## src/rtl/pc_sequencer.sv

```systemverilog
// Instruction fetch sequencer: fetches from instruction memory at pc, hands the
// word to the core, then commands the ProgramCounter with a sequential or branch increment.
module pc_sequencer #(
  parameter int unsigned TIMEOUT_CYC = 16
) (
  input  logic        clk,
  input  logic        reset,
  input  logic [31:0] pc,
  input  logic        stall,
  output logic        imem_req,
  output logic [31:0] imem_addr,
  input  logic        imem_ack,
  input  logic [31:0] imem_rdata,
  output logic        instr_valid,
  output logic [31:0] instr,
  input  logic        instr_ready,
  input  logic        branch_taken,
  input  logic [31:0] branch_offset,
  output logic        pc_inc,
  output logic        pc_sel,
  output logic [31:0] pc_incr,
  output logic        fault
);

  typedef enum logic [2:0] {
    S_IDLE,
    S_FETCH,
    S_ISSUE,
    S_UPDATE,
    S_FAULT
  } state_t;

  localparam logic [7:0] LAST_WAIT = 8'(TIMEOUT_CYC - 1);

  state_t      state_q, state_d;
  logic [7:0]  wait_q, wait_d;
  logic [31:0] instr_q, instr_d;
  logic [31:0] offset_q, offset_d;
  logic        taken_q, taken_d;

  logic        req_c;
  logic        valid_c;
  logic        inc_c;
  logic        sel_c;
  logic [31:0] incr_c;
  logic        fault_c;

  always_ff @(posedge clk) begin
    if (reset) begin
      state_q  <= S_IDLE;
      wait_q   <= '0;
      instr_q  <= '0;
      offset_q <= '0;
      taken_q  <= 1'b0;
    end else begin
      state_q  <= state_d;
      wait_q   <= wait_d;
      instr_q  <= instr_d;
      offset_q <= offset_d;
      taken_q  <= taken_d;
    end
  end

  // wait_q == 0 marks the first FETCH cycle, where pc alignment is judged.
  always_comb begin
    state_d  = state_q;
    wait_d   = wait_q;
    instr_d  = instr_q;
    offset_d = offset_q;
    taken_d  = taken_q;
    req_c    = 1'b0;
    valid_c  = 1'b0;
    inc_c    = 1'b0;
    sel_c    = 1'b0;
    incr_c   = '0;
    fault_c  = 1'b0;

    case (state_q)
      S_IDLE: begin
        if (!stall) begin
          state_d = S_FETCH;
          wait_d  = '0;
        end
      end

      S_FETCH: begin
        if (wait_q == 8'd0 && pc[1:0] != 2'b00) begin
          state_d = S_FAULT;
        end else begin
          req_c = 1'b1;
          if (imem_ack) begin
            instr_d = imem_rdata;
            state_d = S_ISSUE;
          end else if (wait_q == LAST_WAIT) begin
            state_d = S_FAULT;
          end else begin
            wait_d = wait_q + 8'd1;
          end
        end
      end

      S_ISSUE: begin
        valid_c = 1'b1;
        if (instr_ready) begin
          taken_d  = branch_taken;
          offset_d = branch_offset;
          state_d  = S_UPDATE;
        end
      end

      S_UPDATE: begin
        inc_c  = 1'b1;
        sel_c  = taken_q;
        incr_c = taken_q ? offset_q : 32'd4;
        if (stall) begin
          state_d = S_IDLE;
        end else begin
          state_d = S_FETCH;
          wait_d  = '0;
        end
      end

      S_FAULT: begin
        fault_c = 1'b1;
      end

      default: begin
        state_d = S_IDLE;
      end
    endcase
  end

  // Outputs are forced low while reset is held so nothing leaks before the edge.
  assign imem_req    = req_c & ~reset;
  assign imem_addr   = imem_req ? pc : 32'd0;
  assign instr_valid = valid_c & ~reset;
  assign instr       = (reset || state_q == S_FAULT) ? 32'd0 : instr_q;
  assign pc_inc      = inc_c & ~reset;
  assign pc_sel      = sel_c & ~reset;
  assign pc_incr     = reset ? 32'd0 : incr_c;
  assign fault       = fault_c & ~reset;

endmodule

```

## config.mk

```make
export PLATFORM = sky130hd
export DESIGN_NAME = pc_sequencer
export DESIGN_NICKNAME = d
export VERILOG_FILES = /design/src/rtl/pc_sequencer.sv
export SDC_FILE = /design/constraint.sdc
export NUM_CORES = 1
export LEC_CHECK = 0
export ABC_AREA = 1
export BUFFER_PORTS_ARGS = -buffer_cell sky130_fd_sc_hd__buf_2
export CAP_MARGIN = 5
export CORE_UTILIZATION = 45
export DETAILED_ROUTE_END_ITERATION = 7
export PLACE_DENSITY_LB_ADDON = 0.12
export SETUP_SLACK_MARGIN = 0.1
export SKIP_CTS_REPAIR_TIMING = 1
export SYNTH_ARGS = -nofsm -noshare
export SYNTH_HDL_FRONTEND = slang
export SYNTH_SLANG_ARGS = --single-unit
export TNS_END_PERCENT = 30
```

## constraint.sdc

```tcl
create_clock -name clk -period 1.6 [get_ports clk]
set_input_delay 0.16 -clock clk [delete_from_list [all_inputs] [get_ports clk]]
set_output_delay 0.16 -clock clk [all_outputs]
set_load 0.005 [all_outputs]
```

# Yosys cells after proc, flatten, opt, wreduce, memory -nomap -nowiden
# Cells that the tools add are included.
totals:
  register_bits: 76
  input_bits: 102
  out_inout_bits: 101
  wordCells: 60
op_classes:
  n_addsub: 1
  n_eq_ne: 12
  n_mux: 23
  bitwise_logic: 8
  reduce_logical: 11
ops:
  columns: ["cell", "count"]
  rows:
  - ["$mux 32", 5]
  - ["$mux 8", 4]
  - ["$pmux 8 s2", 1]
  - ["$mux 3", 5]
  - ["$pmux 3 s5", 1]
  - ["$ne 2x2->1 const B", 6]
  - ["$add 8x1->8 const B", 1]
  - ["$eq 8x4->1 const B", 1]
  - ["$logic_not 8->1", 1]
  - ["$mux 1", 7]
  - ["$eq 3x2->1 const B", 2]
  - ["$and 1x1->1", 5]
  - ["$reduce_and 5->1", 1]
  - ["$ne 4x4->1 const B", 1]
  - ["$reduce_and 4->1", 1]
  - ["$reduce_bool 2->1", 2]
  - ["$eq 3x1->1 const B", 1]
  - ["$eq 3x3->1 const B", 1]
  - ["$logic_not 3->1", 1]
  - ["$not 1->1", 3]
  - ["$reduce_and 3->1", 1]
  - ["$reduce_and 2->1", 1]
  - ["$reduce_or 2->1", 1]
  - ["$logic_and 1x1->1", 1]
  - ["$logic_or 1x1->1", 1]

# Logic depth before layout (Yosys ltp)
# Gate-level depths: netlist of the first run.
depth:
  word_depth: 6
  mapped_depth: 11
  ltp_nobuf: 10

# Worst setup path after synthesis of the first run
# OpenSTA, ideal clock, no wires.
synth_timing:
  path_type: "reg2reg"
  from: "register wait_q[0]"
  to: "register instr_q[15]"
  setup_time_ns: 0.119
  t_arrival_ns: 1.280
  required_time_ns: 1.481
  setup_slack_ns: 0.201
  stages_incl_launch_ff: 11
  n_path_buf: 2
  synth_period_minus_slack_ns: 1.399
  cell_sequence: "dfxtp_1 inv_1 ha_1 nand2_1 a21oi_1 nand2_2 nand3_2 buf_6 buf_6 o21ai_0 a21oi_1"
synth_via:
  elab_chain_len: 4
synth_lines:
  columns: ["item", "line_no", "rtl"]
  rows:
  - ["start: declaration", "36", "logic [7:0] wait_q, wait_d;"]
  - ["start signal: assignment", "57", "wait_q <= wait_d;"]
  - ["$logic_not 8->1", "87", "if (wait_q == 8'd0 && pc[1:0] != 2'b00) begin"]
  - ["$logic_and 1x1->1", "87", null]
  - ["$not 1->1 (no line)", null, null]
  - ["$reduce_and 3->1 (no line)", null, null]
  - ["end signal: assignment", "58", "instr_q <= instr_d;"]
  - ["end: declaration", "37", "logic [31:0] instr_q, instr_d;"]
# No other way between the ends.
# A chain may end at the register's enable or synchronous reset.

# Worst setup path in the final report of the first run
layout_timing:
  from: "register wait_q[1]"
  to: "output imem_addr[9]"
layout_via:
  elab_chain_len: 6
layout_lines:
  columns: ["item", "line_no", "rtl"]
  rows:
  - ["$logic_not 8->1", "87", null]
  - ["$logic_and 1x1->1", "87", null]
  - ["$mux 1", "87", null]
  - ["$mux 1", "78", "case (state_q)"]
  - ["$and 1x1->1", "134", "assign imem_req = req_c & ~reset;"]
  - ["$mux 32", "135", "assign imem_addr = imem_req ? pc : 32'd0;"]
  - ["end: declaration", "11", "output logic [31:0] imem_addr,"]
# No other way between the ends.

==> out/results.txt, run 1 <==
Relative slew margins - 0.8131
RSZ-0062 raised after global routing - true
Max FO, Critical Path - 8
switch share - 0.3516
GPL Wtd Cong - 0.8145
Die Area - 0.008526 sq mm
drt drc - 0
WP data arrival - 1.72 ns
DR iter-0 viols - 121
sequential fraction of the synthesis area - 0.4143
pwr dens - 1172 mW/mm^2
Starting Density - 0.4704
failing checks - setup timing
CTS tree - yes
Die W - 92.34 microns
Rows - 32
crit path to - imem_addr[9]
initial antenna violation count - 0
Worst Hold Class - input pin to register
Worst setup SP type - register
final net count - 859
Switch Pwr - 2.260 mW
largest net degree at the start of global routing - 67
total CTS buffers - 9
synth top area cells - dfxtp_1 41%, nor2_1 11%, inv_1 11%, a21oi_1 10%, o21ai_0 7.9%
GRT Total Usage - 0.2162
most common cell in the netlist - nor2_1
Unique masters post-synth - 28
maximum clock frequency - 0.5327 GHz
n_diodes - 0
critical path data required time - 1.44 ns
Skew-Pair Late Insertion Delay - 0.35 ns
power share of the clock group - 0.266
routed vias - 4074
fraction of layout cells with a size suffix above 1 - 0.4237
vias in the first global route - 3623
status - complete, but fails checks
Avg Vias per Cell - 4.726
Synth area leader - dfxtp_1
ys async rst share - 0
Boundary Pins - 203
root buffer cell - clkbuf_8
combinational power share - 0.360
total global routing overflow - 0
mapped cell area - 0.003672 sq mm
Worst-path clk slew - 0.09 ns
Post-DP HPWL - 6608 microns
Leak - 2.674 nW
# setup viols final - 98
yosys warns - 0
input/output buffers - 202
worst vdd ir - 0.0006316 V
Avg WL per Cell - 11.92 microns
slew at the pin closest to its max-slew limit - 0.2804 ns
pre-CTS setup slack - 0.06562 ns
top cells by count, synth - 111 x nor2_1, 110 x inv_1, 77 x a21oi_1
Die Height - 92.34 microns
Worst Path Class, Setup - register to primary output
Worst R2R End - wait_q[2]$_SDFFE_PP0P_
Longest Clk Path Bufs - 2
Post-synth EDFFs - 0
H-Tree Depth - 3
Hold Violations, Final - 0
P&R area growth vs syn - 49.37%
Worst R2R Path Depth - 10
worst setup margin - -0.2772 ns
part of the power in registers - 0.374
max-slew violations - 0
r2r startpoint - wait_q[0]$_SDFFE_PP0P_
Seq cells post-synth - 76
Syn Nets - 652
Tcrit/Tclk final - 1.173
Max Cap Violations - 0
CP Capture Type - primary output
first-pass GRT wire length - 14950 microns
Core Box Area - 0.007807 sq mm
R2R Setup Slk - -0.02 ns
Most used DFF post-synth - dfxtp_1
Detail Route Antenna Nets - 0
post-synth top area share - 0.4143
Post-Syn Area per Cell - 6.701 sq um
clk_skew - 0.009920 ns
Clock Sink Count - 76
Total Wirelength - 10270 microns
clock period minus worst slack - 1.877 ns
internal power - 4.168 mW
DRT Pass-1 Iters - 5
Setup crit start - wait_q[1]$_SDFFE_PP0P_
final hold slack - 0.06891 ns
Power, Total - 6.428 mW
Syn Inst Count - 548
==> per-stage QoR <==
step	setup TNS (ns)	cell area, sq um	cells	util
after floorplan	0	3672	548	-
after global placement	0	4747	831	0.6080
after detailed placement	0	4747	831	0.6080
after CTS	-21.59	4980	847	0.6378
after global routing	-24.07	5485	862	0.7026
final	-14.63	5485	862	0.7026
==> cell type report <==
| class | count | area, sq um |
|---|---|---|
| Tap cell | 102 | 127.6 |
| Timing Repair Buffer | 227 | 1324 |
| Inverter | 113 | 436.7 |
| Clock buffer | 10 | 137.6 |
| Fill cell | 675 | 2322 |
| Timing Repair inverter | 2 | 31.28 |
| Sequential cell | 76 | 1535 |
| Clock inverter | 6 | 95.09 |
| Multi-Input combinational cell | 326 | 1798 |
==> kinds of logic (layout without fill, tap and decap cells) <==
kind of cell | Yosys count | in the layout | synth area share
fa+ha+maj | 2 | 2 | 0.006813
flops | 76 | 76 | 0.4143
buf+inv | 146 | 358 | 0.1724
simple gates | 172 | 172 | 0.1949
compound gates | 152 | 152 | 0.2116
==> power by group through the flow <==
stage	sequential (mW)	clock, mW	combinational, mW
final	2.40	1.71	2.32
after global placement	2.39	0	1.79
after CTS	2.37	1.74	1.85
after global routing	2.43	1.81	2.59
after floorplan	2.38	0	1.31
after detailed placement	2.41	0	1.84
==> metal layers <==
metal / track usage / share of wire / vias up
met5: 0 / 0 / -
met4: 0.1029 / 0.022 / 0
met3: 0.05255 / 0.050 / 16
met2: 0.3938 / 0.50 / 117
met1: 0.2328 / 0.42 / 1827
li1: - / - / 2114
==> how the worst min path moves through the flow <==
stage,startpoint,endpoint,slack (ns),depth (start not counted)
after global placement,imem_rdata[12],instr_q[12]$_SDFFE_PP0P_,0.43,3
after detailed placement,imem_rdata[14],instr_q[14]$_SDFFE_PP0P_,0.43,3
after CTS,imem_rdata[14],instr_q[14]$_SDFFE_PP0P_,0.06,3
after global routing,branch_offset[8],offset_q[8]$_SDFFE_PP0P_,0.08,3
final,imem_rdata[17],instr_q[17]$_SDFFE_PP0P_,0.07,3
after floorplan,imem_rdata[24],instr_q[24]$_SDFFE_PP0P_,0.33,2
==> state kept, by name, summed over array words and instances (netlist names) <==
signal    cells
state_q       3
taken_q       1
wait_q        8
offset_q     32
instr_q      32
==> placed cells by master (no fill, tap or decap), types with 2 or more instances in the layout <==
| master | instances |
|---|---|
| nand2_2 | 5 |
| nand2_1 | 26 |
| o21ai_1 | 19 |
| clkbuf_16 | 3 |
| nor2_4 | 21 |
| nor2_1 | 70 |
| a21oi_2 | 5 |
| clkinvlp_4 | 2 |
| buf_12 | 5 |
| dfxtp_1 | 71 |
| dfxtp_4 | 3 |
| buf_4 | 16 |
| inv_2 | 5 |
| dfxtp_2 | 2 |
| inv_8 | 2 |
| nand3_4 | 2 |
| clkbuf_8 | 10 |
| nand3_2 | 3 |
| buf_6 | 2 |
| bufinv_16 | 2 |
| a21oi_1 | 73 |
| o21ai_2 | 2 |
| inv_1 | 106 |
| nor2_2 | 25 |
| nand3_1 | 16 |
| o21ai_0 | 48 |
| buf_2 | 201 |
| o21bai_1 | 2 |
==> worst max-delay path, stage by stage (launching register included) <==
cell	delay, ns
dfxtp_4	0.38
inv_2	0.04
ha_4	0.14
nand2_2	0.05
a21oi_2	0.04
nand2_2	0.12
nand3_4	0.15
buf_6	0.18
nor2_1	0.11
buf_2	0.15
Note: power is estimated with default switching activity, not from simulation.
==> run 2, diff against run 1 <==
Settings changed: PLACE_DENSITY from default to 0.78, PLACE_DENSITY_LB_ADDON 0.12 to default.
==> out/results.txt, run 2 (synthesized netlist as in run 1, its figures left out) <==
status - complete, but fails checks
failing checks - setup timing
CP Capture Type - primary output
Worst-path clk slew - 0.08 ns
n_diodes - 0
CP most frequent cell - nand2_2
WL met3 - 581 microns
Clock Sink Count - 76
post-route insts no fill - 859
CTS tree - yes
clk_skew - 0.007932 ns
Die W - 92.34 microns
max-slew violations - 0
Tcrit/Tclk final - 1.159
drt drc - 0
Worst Path Class, Setup - register to primary output
# setup viols final - 99
final net count - 856
Max Cap Violations - 0
Detail Route Antenna Nets - 0
Largest regs - instr_q: 32 flops, offset_q: 32 flops, wait_q: 8 flops
r2r startpoint - wait_q[1]$_SDFFE_PP0P_
Die Height - 92.34 microns
Starting Density - 0.4704
most common cell after layout, fill and taps aside - buf_2
total CTS buffers - 9
largest net degree at the start of global routing - 67
Hold Violations, Final - 0
Worst R2R Path Depth - 10
worst vdd ir - 0.0006507 V
DR iter-0 viols - 131
CP max stage delay - 0.36 ns
routed vias - 4083
DRT Pass-1 Iters - 4
cell type of the slowest stage on the worst timing path - dfxtp_2
H-Tree Depth - 3
Worst R2R End - wait_q[3]$_SDFFE_PP0P_
hold endpoint - instr_q[13]$_SDFFE_PP0P_
Relative slew margins - 0.8166
beginning of the worst hold path - imem_rdata[13]
Longest Clk Path Bufs - 2
R2R Setup Slk - -0.08 ns
pwr dens - 1119 mW/mm^2
clock period minus worst slack - 1.854 ns
vias in the first global route - 3513
Placed Cells - 832
commonest non-fill, non-tap cells in the layout - 201 x buf_2, 105 x inv_1, 82 x nor2_1
Avg Vias per Cell - 4.753
first-pass GRT wire length - 14500 microns
Avg WL per Cell - 11.32 microns
Leak - 2.612 nW
RSZ-0062 raised after global routing - true
sequential cell area - 0.001529 sq mm
total global routing overflow - 0
P&R area growth vs syn - 44.16%
fraction of layout cells with a size suffix above 1 - 0.3937
Post-DP HPWL - 7011 microns
Core Box Area - 0.007807 sq mm
Rows - 32
Die Area - 0.008526 sq mm
root buffer cell - clkbuf_8
slew at the pin closest to its max-slew limit - 0.2751 ns
DR top layer - met4
critical path data required time - 1.44 ns
initial antenna violation count - 0
total negative slack - -12.22 ns
Skew-Pair Late Insertion Delay - 0.33 ns
pre-CTS setup slack - -0.02075 ns
number of fill cells - 698
input/output buffers - 202
GPL Wtd Cong - 0.8561
Worst Hold Class - input pin to register
Total Wirelength - 9726 microns
Worst setup SP type - register
final hold slack - 0.08757 ns
Worst Hold Depth - 3
cells along the critical path - inv_2, ha_4, nand2_2, a21oi_2, nand2_2, nand3_4, clkbuf_16, nor2_4, buf_2
DR WL met2 - 5036 microns
maximum clock frequency - 0.5393 GHz
WP data arrival - 1.69 ns
GRT Total Usage - 0.2084
worst setup margin - -0.2544 ns
WL met1 - 4012 microns
area of the multi-input gates - 0.001703 sq mm
Boundary Pins - 203
Max FO, Critical Path - 6
## run 2: changes by cell type in the layout (fill, tap and decap cells not counted), moves of 4 or more
cell | before | now
o21ai_1 | 19 | 24
buf_4 | 16 | 12
nor2_1 | 70 | 82
nor2_4 | 21 | 13
o21ai_0 | 48 | 44
nor2_2 | 25 | 21
## run 2: cell type report
cell class	instances	share of cell area
clock buffer	12	0.02553
clock inverter	4	0.006381
inverter	113	0.08296
multi-input combinational	326	0.3217
sequential	76	0.2888
tap	102	0.02411
timing repair buffer	224	0.2472
timing repair inverter	2	0.003309
## run 2: per-stage QoR
step	total power, mW	cell area (sq um)	utilization
2_1_floorplan	3.686	3672	-
3_3_place_gp	4.170	4742	0.6074
3_5_place_dp	4.247	4742	0.6074
4_1_cts	5.512	4911	0.6290
5_1_grt	6.338	5294	0.6780
6_report	5.922	5294	0.6780
## run 2: layer usage
| layer | track usage | vias up |
|---|---|---|
| li1 | - | 2103 |
| met1 | 0.2295 | 1827 |
| met2 | 0.3877 | 144 |
| met3 | 0.05090 | 9 |
| met4 | 0.06901 | 0 |
| met5 | 0 | - |
## run 2: worst max-delay path, delay by kind of cell (launching register included)
family	cells	cell delay (ns)
simple gates	4	0.40
compound gates	1	0.04
buf+inv	3	0.40
fa+ha+maj	1	0.15
flops	1	0.36
## run 2: worst max-delay path by stage
stage / from / to / slack (ns) / cells past startpoint
after global routing: wait_q[0]$_SDFFE_PP0P_ / imem_addr[19] / -0.32 / 9
final: wait_q[0]$_SDFFE_PP0P_ / imem_addr[11] / -0.25 / 9
after floorplan: wait_q[0]$_SDFFE_PP0P_ / instr_q[15]$_SDFFE_PP0P_ / 0.20 / 10
after global placement: wait_q[0]$_SDFFE_PP0P_ / imem_addr[11] / -0.01 / 9
after CTS: wait_q[0]$_SDFFE_PP0P_ / imem_addr[11] / -0.41 / 9
after detailed placement: wait_q[0]$_SDFFE_PP0P_ / imem_addr[11] / -0.02 / 9
## run 2: power breakdown
| part | leakage [nW] | switching [mW] | internal, mW |
|---|---|---|---|
| clock | 0.0816 | 0.696 | 0.580 |
| sequential | 0.619 | 0.154 | 2.23 |
| combinational | 1.91 | 1.27 | 0.995 |
| total | 2.61 | 2.12 | 3.80 |
